File: config.mk
export PLATFORM = sky130hd
export DESIGN_NAME = wb_initiator
export DESIGN_NICKNAME = d
export VERILOG_FILES = /design/src/rtl/wb_initiator.sv
export SDC_FILE = /design/constraint.sdc
export NUM_CORES = 1
export LEC_CHECK = 0
export ABC_CLOCK_PERIOD_IN_PS = 1800
export CORE_MARGIN = 5
export CORE_UTILIZATION = 35
export CTS_CLUSTER_DIAMETER = 60
export CTS_CLUSTER_SIZE = 12
export DETAILED_ROUTE_END_ITERATION = 8
export GPL_TIMING_DRIVEN = 0
export PLACE_DENSITY = 0.77
export SLEW_MARGIN = 10
export SYNTH_ARGS = -nofsm -noshare
export SYNTH_HDL_FRONTEND = slang
export SYNTH_SLANG_ARGS = --single-unit
File: constraint.sdc
create_clock -name wb_clk_i -period 1.8 [get_ports wb_clk_i]
set_clock_uncertainty 0.15 [all_clocks]
set_input_delay 0.36 -clock wb_clk_i [delete_from_list [all_inputs] [get_ports wb_clk_i]]
set_output_delay 0.36 -clock wb_clk_i [all_outputs]
set_load 0.1 [all_outputs]
File: src/rtl/wb_initiator.sv
`default_nettype none
// ============================================================================
// Module   : wb_initiator
// Purpose  : Single-outstanding Wishbone classic master. Accepts one command
//            on a valid/ready channel, runs one bus cycle (ends on ack, or is
//            abandoned after TIMEOUT cycles without ack), and returns the
//            result on a valid/ready response channel.
// Ports    :
//   wb_clk_i, wb_rst_ni                  clock, async active-low reset
//   cmd_valid_i/cmd_ready_o              command handshake
//   cmd_we_i, cmd_adr_i, cmd_dat_i,
//   cmd_sel_i                            command payload
//   rsp_valid_o/rsp_ready_i              response handshake
//   rsp_dat_o, rsp_timeout_o             response payload
//   wbm_cyc_o, wbm_stb_o, wbm_we_o,
//   wbm_adr_o, wbm_dat_o, wbm_sel_o      Wishbone master outputs
//   wbm_ack_i, wbm_dat_i                 Wishbone slave ack / read data
// Revision : 1.0 - initial release
// ============================================================================
module wb_initiator #(
    parameter int unsigned TIMEOUT = 255   // legal range 1..65535
) (
    input  logic        wb_clk_i,
    input  logic        wb_rst_ni,

    input  logic        cmd_valid_i,
    output logic        cmd_ready_o,
    input  logic        cmd_we_i,
    input  logic [31:0] cmd_adr_i,
    input  logic [31:0] cmd_dat_i,
    input  logic [3:0]  cmd_sel_i,

    output logic        rsp_valid_o,
    input  logic        rsp_ready_i,
    output logic [31:0] rsp_dat_o,
    output logic        rsp_timeout_o,

    output logic        wbm_cyc_o,
    output logic        wbm_stb_o,
    output logic        wbm_we_o,
    output logic [31:0] wbm_adr_o,
    output logic [31:0] wbm_dat_o,
    output logic [3:0]  wbm_sel_o,
    input  logic        wbm_ack_i,
    input  logic [31:0] wbm_dat_i
);

    typedef enum logic [1:0] {
        ST_IDLE = 2'd0,
        ST_BUS  = 2'd1,
        ST_RESP = 2'd2
    } state_t;

    // Last wait-counter value of a bus cycle; the cycle spans TIMEOUT clocks.
    localparam logic [15:0] TIMEOUT_LAST = 16'(TIMEOUT - 1);

    state_t      state;
    state_t      state_nxt;
    logic [15:0] wait_cnt;
    logic        ready_en;     // low during reset and until the first edge after release
    logic        cmd_accept;
    logic        timeout_hit;

    // ------------------------------------------------------------------------
    // Handshake and completion qualifiers
    // ------------------------------------------------------------------------
    assign cmd_ready_o = (state == ST_IDLE) && ready_en;
    assign cmd_accept  = cmd_valid_i && cmd_ready_o;
    assign rsp_valid_o = (state == ST_RESP);
    // Ack has priority: a timeout only fires on a cycle without ack.
    assign timeout_hit = (state == ST_BUS) && !wbm_ack_i && (wait_cnt == TIMEOUT_LAST);

    // ------------------------------------------------------------------------
    // FSM state register
    // ------------------------------------------------------------------------
    always_ff @(posedge wb_clk_i or negedge wb_rst_ni) begin
        if (!wb_rst_ni) begin
            state <= ST_IDLE;
        end else begin
            state <= state_nxt;
        end
    end

    // ------------------------------------------------------------------------
    // FSM next-state logic
    // ------------------------------------------------------------------------
    always_comb begin
        state_nxt = state;
        unique case (state)
            ST_IDLE: if (cmd_accept)               state_nxt = ST_BUS;
            ST_BUS:  if (wbm_ack_i || timeout_hit) state_nxt = ST_RESP;
            ST_RESP: if (rsp_ready_i)              state_nxt = ST_IDLE;
            default:                               state_nxt = ST_IDLE;
        endcase
    end

    // ------------------------------------------------------------------------
    // Reset-release qualifier: cmd_ready rises on the first edge after release
    // ------------------------------------------------------------------------
    always_ff @(posedge wb_clk_i or negedge wb_rst_ni) begin
        if (!wb_rst_ni) begin
            ready_en <= 1'b0;
        end else begin
            ready_en <= 1'b1;
        end
    end

    // ------------------------------------------------------------------------
    // Bus-side and response datapath
    // ------------------------------------------------------------------------
    always_ff @(posedge wb_clk_i or negedge wb_rst_ni) begin
        if (!wb_rst_ni) begin
            wbm_cyc_o     <= 1'b0;
            wbm_stb_o     <= 1'b0;
            wbm_we_o      <= 1'b0;
            wbm_adr_o     <= 32'h0;
            wbm_dat_o     <= 32'h0;
            wbm_sel_o     <= 4'h0;
            rsp_dat_o     <= 32'h0;
            rsp_timeout_o <= 1'b0;
            wait_cnt      <= 16'h0;
        end else if (cmd_accept) begin
            // Command is latched straight into the bus outputs; the bus
            // cycle starts on the next clock and holds these until it ends.
            wbm_cyc_o <= 1'b1;
            wbm_stb_o <= 1'b1;
            wbm_we_o  <= cmd_we_i;
            wbm_adr_o <= cmd_adr_i;
            wbm_dat_o <= cmd_dat_i;
            wbm_sel_o <= cmd_sel_i;
            wait_cnt  <= 16'h0;
        end else if (state == ST_BUS) begin
            if (wbm_ack_i) begin
                wbm_cyc_o     <= 1'b0;
                wbm_stb_o     <= 1'b0;
                rsp_dat_o     <= wbm_we_o ? 32'h0 : wbm_dat_i;
                rsp_timeout_o <= 1'b0;
            end else if (timeout_hit) begin
                wbm_cyc_o     <= 1'b0;
                wbm_stb_o     <= 1'b0;
                rsp_dat_o     <= 32'hFFFF_FFFF;
                rsp_timeout_o <= 1'b1;
            end else begin
                wait_cnt <= wait_cnt + 16'd1;
            end
        end
        // In IDLE and RESP nothing changes: response fields stay stable
        // under backpressure and stray acks are ignored.
    end

endmodule
`default_nettype wire

==> summary.txt <==
CTS
  – Clk slew on worst S/H paths: 0.05 ns
  – Clock root cell: clkbuf_16
  – Inserted Clock Buffers: 17
  – CTS tree: built
  – Clock H-tree levels: 4
  – Clock buffer depth: 2
  – Clk Latency, worst-skew pair: 0.41 ns
  – CTS Sinks: 122

Global route
  – Largest net degree at the start of global routing: 63
  – Congestion Overflow GR: 0
  – Number of global-route vias before repair: 4659
  – Gr usage total: 18.1%
  – First-pass GRT wire length: 23700 microns
  – Initial antenna violation count: 0

Route
  – Initial DRC count: 194
  – Routed wire length: 15400 microns
  – Antenna-violating nets left: 0
  – WL per Instance: 16.2 microns
  – Via count: 4509
  – Drt via density: 4.74
  – First-pass DRT Iterations: 4
  – Remaining DRCs: 0

Run
  – Max-cap viol count: 0

Floorplan
  – Die Y: 130 microns
  – # rows: 43
  – IO Count: 212
  – Die X: 130 microns
  – Core area: 14000 sq um
  – Die Area: 16900 sq um
  – Starting density of the core: 35.9%

Synthesis
  – Predominant post-synthesis flop cell: dfrtp_1
  – Seq/Total Area, Yosys: 60.7%
  – Syn Nets: 617
  – Ranking of synthesized cells by area: dfrtp_1, nand2_1, o22a_1
  – Yosys warns: 0
  – Yosys top cell area share: 60.7%
  – Synth Cell Area: 5030 sq um
  – EDFF count, synth: 0
  – Multiplexer share of the synthesized area: 0.398%
  – Main combinational cell family by area after synthesis: simple AND/OR/NAND/NOR gates
  – Synth Area in Compound Gates: 7.86%
  – Yosys cell types: 40
  – Post-Synth XOR/XNOR Area: 0.697%
  – Post-Synth Simple-Gate Area: 26.4%
  – Async SR Flop Fraction: 100%
  – Synth Register Bits: 122
  – Synthesized area per cell: 9.88 sq um
  – Adder-cell area share of the yosys netlist: 0.498%
  – Cell count after synthesis: 509
  – Synth area leader: dfrtp_1

Timing
  – Max-slew violations: 0
  – Final period util: 107%
  – Final critical-path required period: 1.93 ns
  – Final Worst Setup Slack: -0.130 ns
  – Final-report hold violation count: 0
  – Fmax: 0.518 GHz
  – RSZ-0062 raised after global routing: yes
  – Hold Slack: 0.292 ns
  – Worst-Margin Slew: 0.592 ns
  – Slew headroom: 60.5%
  – Setup Viol. Count Final: 44

Critical path
  – Critical path class: reg -> reg
  – Critical Path Source: wait_cnt[0]
  – Crit. End Element: flop
  – Crit path arrival time: 2.12 ns
  – R2R cell count: 8
  – Flop-to-flop setup slack: -0.13 ns
  – Max Fanout on Critical Path: 5
  – Worst r2r src: wait_cnt[0]
  – R2r endpoint: rsp_dat_o[6]
  – Startpoint types: flop
  – Worst Path Required: 1.99 ns

Final layout
  – Final Util: 56.8%
  – Commonest non-fill, non-tap cell in the layout: nand2_1
  – # fillers: 1232
  – N_diodes: 0
  – Layout area overhead: 57.9%
  – Nets: 866
  – Commonest cells after routing, fill and taps aside: nand2_1, dfrtp_1, buf_2
  – Ratio of cells with drive above 1 in the final layout: 27.4%

Outcome
  – Outcome: complete, but fails checks
  – Failing checks: negative setup slack

Placement
  – Final HPWL DP: 10700 microns
  – Routability cong.: 0.874
  – Worst slack, placed: -0.568 ns
  – IO buf count: 211

Worst hold path
  – Min-Delay Path Class: in -> reg
  – Hold EP: rsp_timeout_o
  – WHS Path Cells: 2
  – Hold_sp: wbm_ack_i
-- stage by stage --
stage               instances  TNS [ns]  instance area (sq um)
detailed placement        901    -36.70                   7470
floorplan                 509    -37.87                   5110
global placement          900   -561.36                   7450
global route              951     -5.71                   7940
finish                    951     -4.13                   7940
CTS                       941     -3.40                   7650
-- Yosys cell counts (2+ instances only) --
master	n
nand3_1	15
o21ai_0	4
nor2b_1	34
and3_1	4
nand2_1	218
o31ai_1	3
mux2i_1	2
ha_1	2
inv_1	2
xnor2_1	2
nor3_1	2
buf_6	5
and2_1	3
xor2_1	2
a21oi_1	2
o22a_1	32
o211ai_1	4
nand4_1	2
nor2_1	7
clkbuf_1	15
buf_2	8
and4_1	2
dfrtp_1	122
-- sequential cells by signal, indices dropped and copies added, names as in the netlist --
name and cells:
rsp_timeout_o 1, wbm_dat_o 32, rsp_dat_o 32, wbm_stb_o 1, wait_cnt 16, ready_en 1
wbm_adr_o 32, wbm_we_o 1, wbm_sel_o 4, state 2
-- layout make-up --
cell class	count	area (sq um)	share of cell area (%)
sequential	122	3060	38.5
multi-input combinational	356	1970	24.8
timing repair buffer	231	1890	23.9
clock buffer	24	492	6.19
tap	180	225	2.84
buffer	28	223	2.80
clock inverter	8	67.6	0.851
inverter	2	7.51	0.0945
-- worst max path at each step --
stage,end,slack [ns],cells after the start
after detailed placement,cmd_ready_o,-0.57,2
after floorplan,wait_cnt[8],-0.44,5
after global routing,wait_cnt[7],-0.17,8
after global placement,wbm_stb_o,-4.78,1
final,rsp_dat_o[6],-0.13,8
after CTS,rsp_dat_o[29],-0.12,8
-- critical path: stages, from the launching register on --
cell and delay (ns):
dfrtp_1 0.38, inv_1 0.07, ha_2 0.18, nor4b_4 0.22, and4_4 0.30, o21a_4 0.16
buf_8 0.13, clkbuf_16 0.14, o22a_1 0.13
-- cells by family (layout without fill, tap and decap cells) --
logic type / Yosys count / after routing
AOI/OAI and AO/OA: 49 / 49
muxes: 2 / 2
and+or+nand+nor: 298 / 298
adders and majority gates: 2 / 2
buffers and inverters: 31 / 293
DFF: 122 / 122
other: 1 / 1
xor gates and xnor gates: 4 / 4
-- routing by layer --
layer / track usage, % / up-vias / wire length, microns
li1: - / 2159 / -
met4: 6.78 / 0 / 281
met5: 0 / - / 0
met1: 20.6 / 2165 / 6060
met2: 30.8 / 163 / 7810
met3: 6.92 / 22 / 1270
-- timing repair --
item / CTS / global route
endpoints found under the setup margin: 152 / 109
gates resized for setup: 552 / 49
setup buffers: 7 / 6
gates cloned: 1 / 4
pin swaps: 10 / 16
hold buffers: 1 / 0
endpoints found under the hold margin: 61 / 0
Power is not shown: default switching activity piles up to over one toggle a cycle in this logic, so the estimate is an artifact.
